==> src/rtl/ex_stage.sv <==
// Execute stage: logic/shift/move results, HI/LO registers and a restoring
// divider for DIV/DIVU that stalls the pipeline while it iterates.
module ex_stage #(
  parameter int DIV_ITER = 32
) (
  input  logic        clk,
  input  logic        rst,
  input  logic [7:0]  aluop_i,
  input  logic [2:0]  alusel_i,
  input  logic [31:0] reg1_i,
  input  logic [31:0] reg2_i,
  input  logic [4:0]  wd_i,
  input  logic        wreg_i,
  input  logic        flush_i,
  output logic [4:0]  wd_o,
  output logic        wreg_o,
  output logic [31:0] wdata_o,
  output logic        stallreq_o,
  output logic [31:0] hi_o,
  output logic [31:0] lo_o
);

  localparam logic [7:0] EXE_NOP_OP  = 8'b0000_0000;
  localparam logic [7:0] EXE_AND_OP  = 8'b0010_0100;
  localparam logic [7:0] EXE_OR_OP   = 8'b0010_0101;
  localparam logic [7:0] EXE_XOR_OP  = 8'b0010_0110;
  localparam logic [7:0] EXE_NOR_OP  = 8'b0010_0111;
  localparam logic [7:0] EXE_SLL_OP  = 8'b0111_1100;
  localparam logic [7:0] EXE_SRL_OP  = 8'b0000_0010;
  localparam logic [7:0] EXE_SRA_OP  = 8'b0000_0011;
  localparam logic [7:0] EXE_MFHI_OP = 8'b0001_0000;
  localparam logic [7:0] EXE_MFLO_OP = 8'b0001_0010;
  localparam logic [7:0] EXE_DIV_OP  = 8'b0001_1010;
  localparam logic [7:0] EXE_DIVU_OP = 8'b0001_1011;

  localparam logic [2:0] EXE_RES_NOP   = 3'b000;
  localparam logic [2:0] EXE_RES_LOGIC = 3'b001;
  localparam logic [2:0] EXE_RES_SHIFT = 3'b010;
  localparam logic [2:0] EXE_RES_MOVE  = 3'b011;

  localparam int              CNT_W    = $clog2(DIV_ITER);
  localparam logic [CNT_W-1:0] CNT_LAST = CNT_W'(DIV_ITER - 1);

  typedef enum logic [1:0] {IDLE, BUSY, DONE} state_e;

  state_e           state_q, state_d;
  logic [CNT_W-1:0] cnt_q, cnt_d;
  logic [31:0]      divisor_q, divisor_d;
  logic [31:0]      quot_q, quot_d;
  logic [31:0]      rem_q, rem_d;
  logic             neg_quot_q, neg_quot_d;
  logic             neg_rem_q, neg_rem_d;
  logic             dzero_q, dzero_d;
  logic [31:0]      hi_q, hi_d;
  logic [31:0]      lo_q, lo_d;

  logic        is_div, is_sdiv;
  logic [31:0] op1_abs, op2_abs;
  logic [32:0] step_sh;
  logic        step_borrow;
  logic [31:0] quot_fix, rem_fix;
  logic [31:0] result;

  assign is_sdiv = (aluop_i == EXE_DIV_OP);
  assign is_div  = is_sdiv || (aluop_i == EXE_DIVU_OP);
  assign op1_abs = (is_sdiv && reg1_i[31]) ? (~reg1_i + 32'd1) : reg1_i;
  assign op2_abs = (is_sdiv && reg2_i[31]) ? (~reg2_i + 32'd1) : reg2_i;

  // Remainder below divisor is invariant, so the shifted pair fits in 33 bits.
  assign step_sh     = {rem_q, quot_q[31]};
  assign step_borrow = (step_sh < {1'b0, divisor_q});

  assign quot_fix = neg_quot_q ? (~quot_q + 32'd1) : quot_q;
  assign rem_fix  = neg_rem_q  ? (~rem_q + 32'd1)  : rem_q;

  always_ff @(posedge clk or posedge rst) begin
    if (rst) state_q <= IDLE;
    else     state_q <= state_d;
  end

  always_comb begin
    state_d = state_q;
    if (flush_i) begin
      state_d = IDLE;
    end else begin
      unique case (state_q)
        IDLE: if (is_div) state_d = (reg2_i == 32'd0) ? DONE : BUSY;
        BUSY: if (cnt_q == CNT_LAST) state_d = DONE;
        DONE: state_d = IDLE;
        default: state_d = IDLE;
      endcase
    end
  end

  always_comb begin
    stallreq_o = 1'b0;
    if (!rst && !flush_i) begin
      unique case (state_q)
        IDLE:    stallreq_o = is_div;
        BUSY:    stallreq_o = 1'b1;
        default: stallreq_o = 1'b0;
      endcase
    end
  end

  always_comb begin
    cnt_d      = cnt_q;
    divisor_d  = divisor_q;
    quot_d     = quot_q;
    rem_d      = rem_q;
    neg_quot_d = neg_quot_q;
    neg_rem_d  = neg_rem_q;
    dzero_d    = dzero_q;
    hi_d       = hi_q;
    lo_d       = lo_q;
    if (!flush_i) begin
      unique case (state_q)
        IDLE: begin
          if (is_div) begin
            cnt_d      = '0;
            divisor_d  = op2_abs;
            quot_d     = op1_abs;
            rem_d      = 32'd0;
            neg_quot_d = is_sdiv && (reg1_i[31] ^ reg2_i[31]);
            neg_rem_d  = is_sdiv && reg1_i[31];
            dzero_d    = (reg2_i == 32'd0);
          end
        end
        BUSY: begin
          quot_d = {quot_q[30:0], ~step_borrow};
          rem_d  = step_borrow ? step_sh[31:0] : (step_sh[31:0] - divisor_q);
          cnt_d  = cnt_q + CNT_W'(1);
        end
        DONE: begin
          hi_d = dzero_q ? 32'd0 : rem_fix;
          lo_d = dzero_q ? 32'd0 : quot_fix;
        end
        default: ;
      endcase
    end
  end

  always_ff @(posedge clk or posedge rst) begin
    if (rst) begin
      cnt_q      <= '0;
      divisor_q  <= 32'd0;
      quot_q     <= 32'd0;
      rem_q      <= 32'd0;
      neg_quot_q <= 1'b0;
      neg_rem_q  <= 1'b0;
      dzero_q    <= 1'b0;
      hi_q       <= 32'd0;
      lo_q       <= 32'd0;
    end else begin
      cnt_q      <= cnt_d;
      divisor_q  <= divisor_d;
      quot_q     <= quot_d;
      rem_q      <= rem_d;
      neg_quot_q <= neg_quot_d;
      neg_rem_q  <= neg_rem_d;
      dzero_q    <= dzero_d;
      hi_q       <= hi_d;
      lo_q       <= lo_d;
    end
  end

  always_comb begin
    result = 32'd0;
    unique case (alusel_i)
      EXE_RES_LOGIC: begin
        unique case (aluop_i)
          EXE_AND_OP: result = reg1_i & reg2_i;
          EXE_OR_OP:  result = reg1_i | reg2_i;
          EXE_XOR_OP: result = reg1_i ^ reg2_i;
          EXE_NOR_OP: result = ~(reg1_i | reg2_i);
          default:    result = 32'd0;
        endcase
      end
      EXE_RES_SHIFT: begin
        unique case (aluop_i)
          EXE_SLL_OP: result = reg2_i << reg1_i[4:0];
          EXE_SRL_OP: result = reg2_i >> reg1_i[4:0];
          EXE_SRA_OP: result = $signed(reg2_i) >>> reg1_i[4:0];
          default:    result = 32'd0;
        endcase
      end
      EXE_RES_MOVE: begin
        unique case (aluop_i)
          EXE_MFHI_OP: result = hi_q;
          EXE_MFLO_OP: result = lo_q;
          default:     result = 32'd0;
        endcase
      end
      EXE_RES_NOP: result = (aluop_i == EXE_NOP_OP) ? 32'd0 : 32'd0;
      default:     result = 32'd0;
    endcase
  end

  assign wd_o    = rst ? 5'd0  : wd_i;
  assign wreg_o  = (rst || flush_i || is_div) ? 1'b0 : wreg_i;
  assign wdata_o = rst ? 32'd0 : result;
  assign hi_o    = hi_q;
  assign lo_o    = lo_q;

endmodule

==> config.mk <==
export PLATFORM = sky130hd
export DESIGN_NAME = ex_stage
export DESIGN_NICKNAME = d
export VERILOG_FILES = /design/src/rtl/ex_stage.sv
export SDC_FILE = /design/constraint.sdc
export NUM_CORES = 1
export LEC_CHECK = 0
export ABC_CLOCK_PERIOD_IN_PS = 9250
export CAP_MARGIN = 20
export CORE_ASPECT_RATIO = 1.1
export CORE_MARGIN = 2
export CORE_UTILIZATION = 30
export CTS_CLUSTER_DIAMETER = 80
export DETAILED_ROUTE_END_ITERATION = 12
export SETUP_SLACK_MARGIN = 0.05
export SYNTH_ARGS = -nofsm -noshare
export SYNTH_HDL_FRONTEND = slang
export SYNTH_SLANG_ARGS = --single-unit
==> constraint.sdc <==
create_clock -name clk -period 9.25 [get_ports clk]
set_input_delay 1.3875 -clock clk [delete_from_list [all_inputs] [get_ports clk]]
set_output_delay 1.3875 -clock clk [all_outputs]
set_load 0.005 [all_outputs]
==> impl_metrics.ini, run 1 <==
[place]
hpwl_mm = 59.6
globalplace.congestion = 1.03
placed_area_sq_mm = 0.0200
io_buffers = 186

[finish]
area_growth_pct = 17.5
diodes = 0
mostFrequentLayoutCells = 234 x nand2_1, 231 x o21ai_0, 198 x nor2_1
layout.nets = 2461
finish.utilization = 0.358
drive_gt1_frac = 0.0827
fin_area_sq_mm = 0.0206
mostFrequentLayoutCell = nand2_1

[pwr]
clockPowerShare = 0.237
power.internal_mw = 1.71
comb_power_share = 0.469
seq_power_share = 0.294
switching_power_mw = 1.26
leakagePower_nw = 8.32
netSwitchingFraction = 0.423
power_mw = 2.97
peakVddDrop_mv = 0.159
power.density_mw_per_mm2 = 145

[routing]
avgViaCountPerCell = 5.87
drtAntennaViolNets = 0
drc_errors = 0
wl_mm = 78.0
first_pass_iters = 6
first_iter_violations = 2043
routedWlPerCell_um = 25.7
via_count = 17834

[grt]
grtUsageMet1 = 0.355
grtUsageMet2 = 0.396
antenna_found_initial = 0
grt-busiest-layer = met2
grt-ovfl-total = 0
grt_max_degree = 101
grt_usage = 0.258
grt_pass1_wl_mm = 117
grt_pass1_vias = 17123
grt_use_met3 = 0.0403

[floorplan]
core.rowCount = 92
io_pins = 187
die_y_um = 257
die_w_um = 234
dieArea_sq_mm = 0.0603
start_util = 0.305
core_area_sq_mm = 0.0574

[worst_setup_path]
cp.buffers_inverters = 3
crit_fanout = 60
path_cells = buf_4 > inv_1 > ha_1 > mux2i_1 > a21o_1 > nor2_1 > o21ai_0 > a21oi_1 > a21o_1 > a21oi_1 > nor2_1 > clkdlybuf4s50_1
critPathCaptureType = primary output
max_stage_delay_ns = 0.66
arrival_ns = 5.06
cp_slowest_cell = buf_4
critPathTopFamily = buffers and inverters
cp.required_ns = 7.86
path_class = in -> out
cp-start-kind = input pin

[sta]
drv_slew = 0
rsz0062_at_grt = no
setup_tns_ns = 0
fin_crit_ns = 6.45
tightest_slew_ns = 1.00
relSlewSlack = 0.332
finalClockSkew_ns = 0.0110
setup_viol = 0
fmax_ghz = 0.155
finalCritPeriodShare = 0.697
hold_viol = 0

[cts]
post_cts_buffers = 0
clock_latency_ns = 0.46
cts_buffer_depth = 2
cts_root_buf = clkbuf_16
clock_sinks = 170
cts_resized = 0
htreeDepth = 4
cts_buffers = 17
postCtsHoldBufs = 0
path_clk_slew_ns = 0.07
cts_tree = done

[synthesis]
synth_nets = 2390
syn_avg_cell_area_sq_um = 7.95
synthFlopType = dfrtp_1
yosys_warnings = 0
synth_edf_count = 0
synth.largest_area_cell = dfrtp_1
synth_top_cells_by_area = dfrtp_1 24%, mux4_2 7.5%, ha_1 7.4%
netlist_area_sq_mm = 0.0175
seq_area_frac_synth = 0.243
synthCells = 2201
synth.distinct_cells = 79
synth_top_area_share = 0.243
ys_ff_latch = 170
synthArstFlopShare = 1.00

[hold_path]
min_path_type = reg -> reg

[run]
maxCapViolCount = 0

[status]
status = complete, no violations
[power groups by stage]
stage	Combinational, mW	Sequential (mW)	Clock (mW)
2_1_floorplan	1.01	0.856	0
4_1_cts	1.38	0.872	0.717
5_1_grt	1.52	0.881	0.749
3_5_place_dp	1.37	0.886	0
6_report	1.39	0.874	0.705
3_3_place_gp	1.36	0.883	0
[metal layers]
| layer | wire length [um] | vias up |
|---|---|---|
| met2 | 34900 | 871 |
| met1 | 33600 | 8764 |
| met4 | 3630 | 0 |
| met3 | 5880 | 159 |
| li1 | - | 8040 |
| met5 | 0 | - |
[worst min-delay path: stages (launching register included)]
cell,delay (ns)
dfrtp_1,0.34
nand2_1,0.05
o21ai_0,0.06
[state kept, by name, indices dropped and copies added (netlist names)]
signal	cells
rem_q	32
neg_quot_q	1
neg_rem_q	1
quot_q	32
lo_o	32
divisor_q	32
hi_o	32
state_q	2
cnt_q	5
dzero_q	1
[area by class of cell]
cell class / instances / area [sq um]
clock buffers: 18 / 439
inverters: 114 / 433
flip-flops and latches: 170 / 4250
multi-input cells: 1741 / 12200
clock inverters: 14 / 133
well taps: 752 / 941
repair buffers: 228 / 2170
fillers: 5945 / 36900
[stage by stage]
step	hold slack [ns]	setup slack (ns)	instances
3_5_place_dp	0.471	2.83	3004
3_3_place_gp	0.464	2.81	3004
2_1_floorplan	0.445	3.26	2201
4_1_cts	0.486	2.82	3036
5_1_grt	0.503	2.60	3037
6_report	0.482	2.80	3037
[logic make-up after synthesis]
| group | count (synthesis) | share of synthesized area |
|---|---|---|
| muxes | 152 | 0.129 |
| DFF | 170 | 0.243 |
| adders and majority gates | 105 | 0.0755 |
| buffers and inverters | 290 | 0.0634 |
| and+or+nand+nor | 608 | 0.160 |
| AOI/OAI and AO/OA | 705 | 0.243 |
| xor gates and xnor gates | 171 | 0.0856 |
[cells in the mapped netlist (4+ instances only)]
cell      number
dfrtp_1      170
nor4_1         6
xor2_1        67
mux2_2         8
nand2_1      234
a211o_1        7
nand3b_1       6
a21o_1        24
mux4_2        58
xnor2_1      104
o21a_1         8
o211ai_1       6
a32oi_1       12
o22a_1         4
nor2_1       198
nand2b_4       4
a211oi_1      15
or4_1          7
or3_1         21
and3_1         9
o21bai_1       4
buf_2         11
a22oi_1       45
or4_4          5
o21ai_0      232
clkbuf_1     152
a22o_1         6
buf_1         11
o41ai_1       12
a31oi_1       22
nor3_1        31
nand3_1       25
nor3b_1        4
nor2b_1       15
nand2b_1      15
ha_1         104
o31ai_1       41
mux2i_1       86
o21ai_1       12
nand4_1        6
inv_1        114
a21oi_1      187
o22ai_1       37
[path summary, 6_finish.rpt]
check	start	to	slack [ns]	cells past startpoint
setup / recovery	reg1_i[0]	wdata_o[14]	2.80	12
hold / removal	divisor_q[4]	divisor_q[4]	0.48	2
setup reg to reg	rem_q[3]	rem_q[27]	5.38	11
hold reg to reg	divisor_q[4]	divisor_q[4]	0.48	2
max in group asynchronous	rst	rem_q[23]	5.90	3
min in group asynchronous	rst	state_q[0]	1.78	2
Power figures use the tool's default switching activity.
==> run 2: changes to the inputs <==
- ABC_CLOCK_PERIOD_IN_PS: 9250 -> 5200
- clock period: 9.25 -> 5.2 ns (I/O delays scaled with it)
==> run 2 against run 1 <==
  * Critical path depth down 3
  * Count of clock-buffer cells in the layout up 2
  * Non-clock buffer count up 38
  * Sequential power up 77%
  * Largest power group unchanged
  * Combinational power up 78%
  * Design area up 2.0%
  * Cell count up 1.3%
  * Die area unchanged
==> impl_metrics.ini, run 2 (synthesis results as in run 1) <==
[sta]
rsz0062_at_grt = no
fmax_ghz = 0.204
drv_slew = 0
fin_crit_ns = 4.90
finalCritPeriodShare = 0.943
relSlewSlack = 0.316
setup_viol = 0
finalClockSkew_ns = 0.0121
setup_tns_ns = 0
tightest_slew_ns = 1.03
hold_viol = 0

[routing]
first_iter_violations = 1848
wl_mm = 77.2
drtAntennaViolNets = 0
avgViaCountPerCell = 5.83
via_count = 17919
first_pass_iters = 6
drc_errors = 0
routedWlPerCell_um = 25.1

[worst_setup_path]
crit_fanout = 14
path_class = in -> out
cp-start-kind = input pin
arrival_ns = 4.12
cp.required_ns = 4.42
critPathCaptureType = primary output

[place]
dp_cells = 3043
globalplace.congestion = 1.02
placed_area_sq_mm = 0.0203
io_buffers = 186
hpwl_mm = 60.2

[grt]
grt-busiest-layer = met2
grt_max_degree = 171
grtUsageMet1 = 0.340
grt_pass1_wl_mm = 114
grt_use_met3 = 0.0506
grt_pass1_vias = 17070
grt_usage = 0.254
grt-ovfl-total = 0
antenna_found_initial = 0
grtUsageMet2 = 0.392

[finish]
fin_area_sq_mm = 0.0210
finish.utilization = 0.365
mostFrequentLayoutCell = nand2_1
drive_gt1_frac = 0.0977
mostFrequentLayoutCells = 234 x nand2_1, 231 x o21ai_0, 198 x nor2_1
final_cells = 3075
fillers = 5915
area_growth_pct = 19.8
diodes = 0
layout.nets = 2499

[pwr]
power.density_mw_per_mm2 = 258
peakVddDrop_mv = 0.304
leakagePower_nw = 8.54
power_mw = 5.40

[floorplan]
core_area_sq_mm = 0.0574
die_w_um = 234
core.rowCount = 92
die_y_um = 257
io_pins = 187
start_util = 0.305
dieArea_sq_mm = 0.0603

[hold_path]
min_path_type = reg -> reg

[cts]
clock_latency_ns = 0.46
path_clk_slew_ns = 0.06
post_cts_buffers = 0
cts_buffers = 17
cts_buffer_depth = 2
clock_sinks = 170
cts_tree = done
postCtsHoldBufs = 0
cts_root_buf = clkbuf_16
htreeDepth = 4
cts_resized = 0

[status]
status = complete, no violations

[run]
maxCapViolCount = 0
## run 2: cell types whose count changed in the layout (fill, tap and decap cells not counted), moves of 3 or more
cell and delta:
buf_4 +31, buf_12 +8, bufinv_16 +4, clkinv_4 -4, inv_6 -4, clkinv_2 +3
clkinvlp_4 +3, inv_8 -3
## run 2: metrics by stage
step                setup slack (ns)  hold slack, ns
global placement               0.428           0.466
finish                         0.295           0.479
floorplan                       1.54           0.445
detailed placement             0.427           0.471
global route                   0.231           0.507
CTS                            0.420           0.485
## run 2: layout make-up
cell class                 instances  area (sq um)  share of cell area
inverter                         114           432              0.0206
sequential                       170          4250               0.203
multi-input combinational       1741         12200               0.581
clock buffer                      20           457              0.0218
tap                              752           941              0.0449
clock inverter                    12           171             0.00818
timing repair buffer             266          2530               0.121
## run 2: layer usage
layer | share of wire | wire, um | vias up
met2 | 0.44 | 34300 | 954
met4 | 0.050 | 3820 | 0
met5 | 0 | 0 | -
met3 | 0.085 | 6560 | 157
li1 | - | - | 8103
met1 | 0.42 | 32600 | 8705
## run 2: final timing paths
check,start,endpoint,slack [ns],cells past startpoint
max,reg2_i[18],wdata_o[25],0.30,9
min,divisor_q[5],divisor_q[5],0.48,2
max reg2reg,rem_q[3],rem_q[17],1.55,11
min reg2reg,divisor_q[5],divisor_q[5],0.48,2
max in group asynchronous,rst,hi_o[31],3.26,3
min in group asynchronous,rst,state_q[0],1.20,3
## run 2: critical path, stage by stage
cell             delay, ns
clkdlybuf4s50_1       0.87
mux4_2                0.68
mux4_2                0.49
o21ai_0               0.16
a22oi_1               0.09
a21o_1                0.17
a21oi_1               0.34
nor2_1                0.08
clkdlybuf4s50_1       0.46
## run 2: where the power goes
part,switching (mW),internal (mW),total [mW]
Sequential,0.143,1.41,1.55
Combinational,1.46,1.02,2.47
Clock,0.549,0.825,1.37
Total,2.15,3.25,5.40
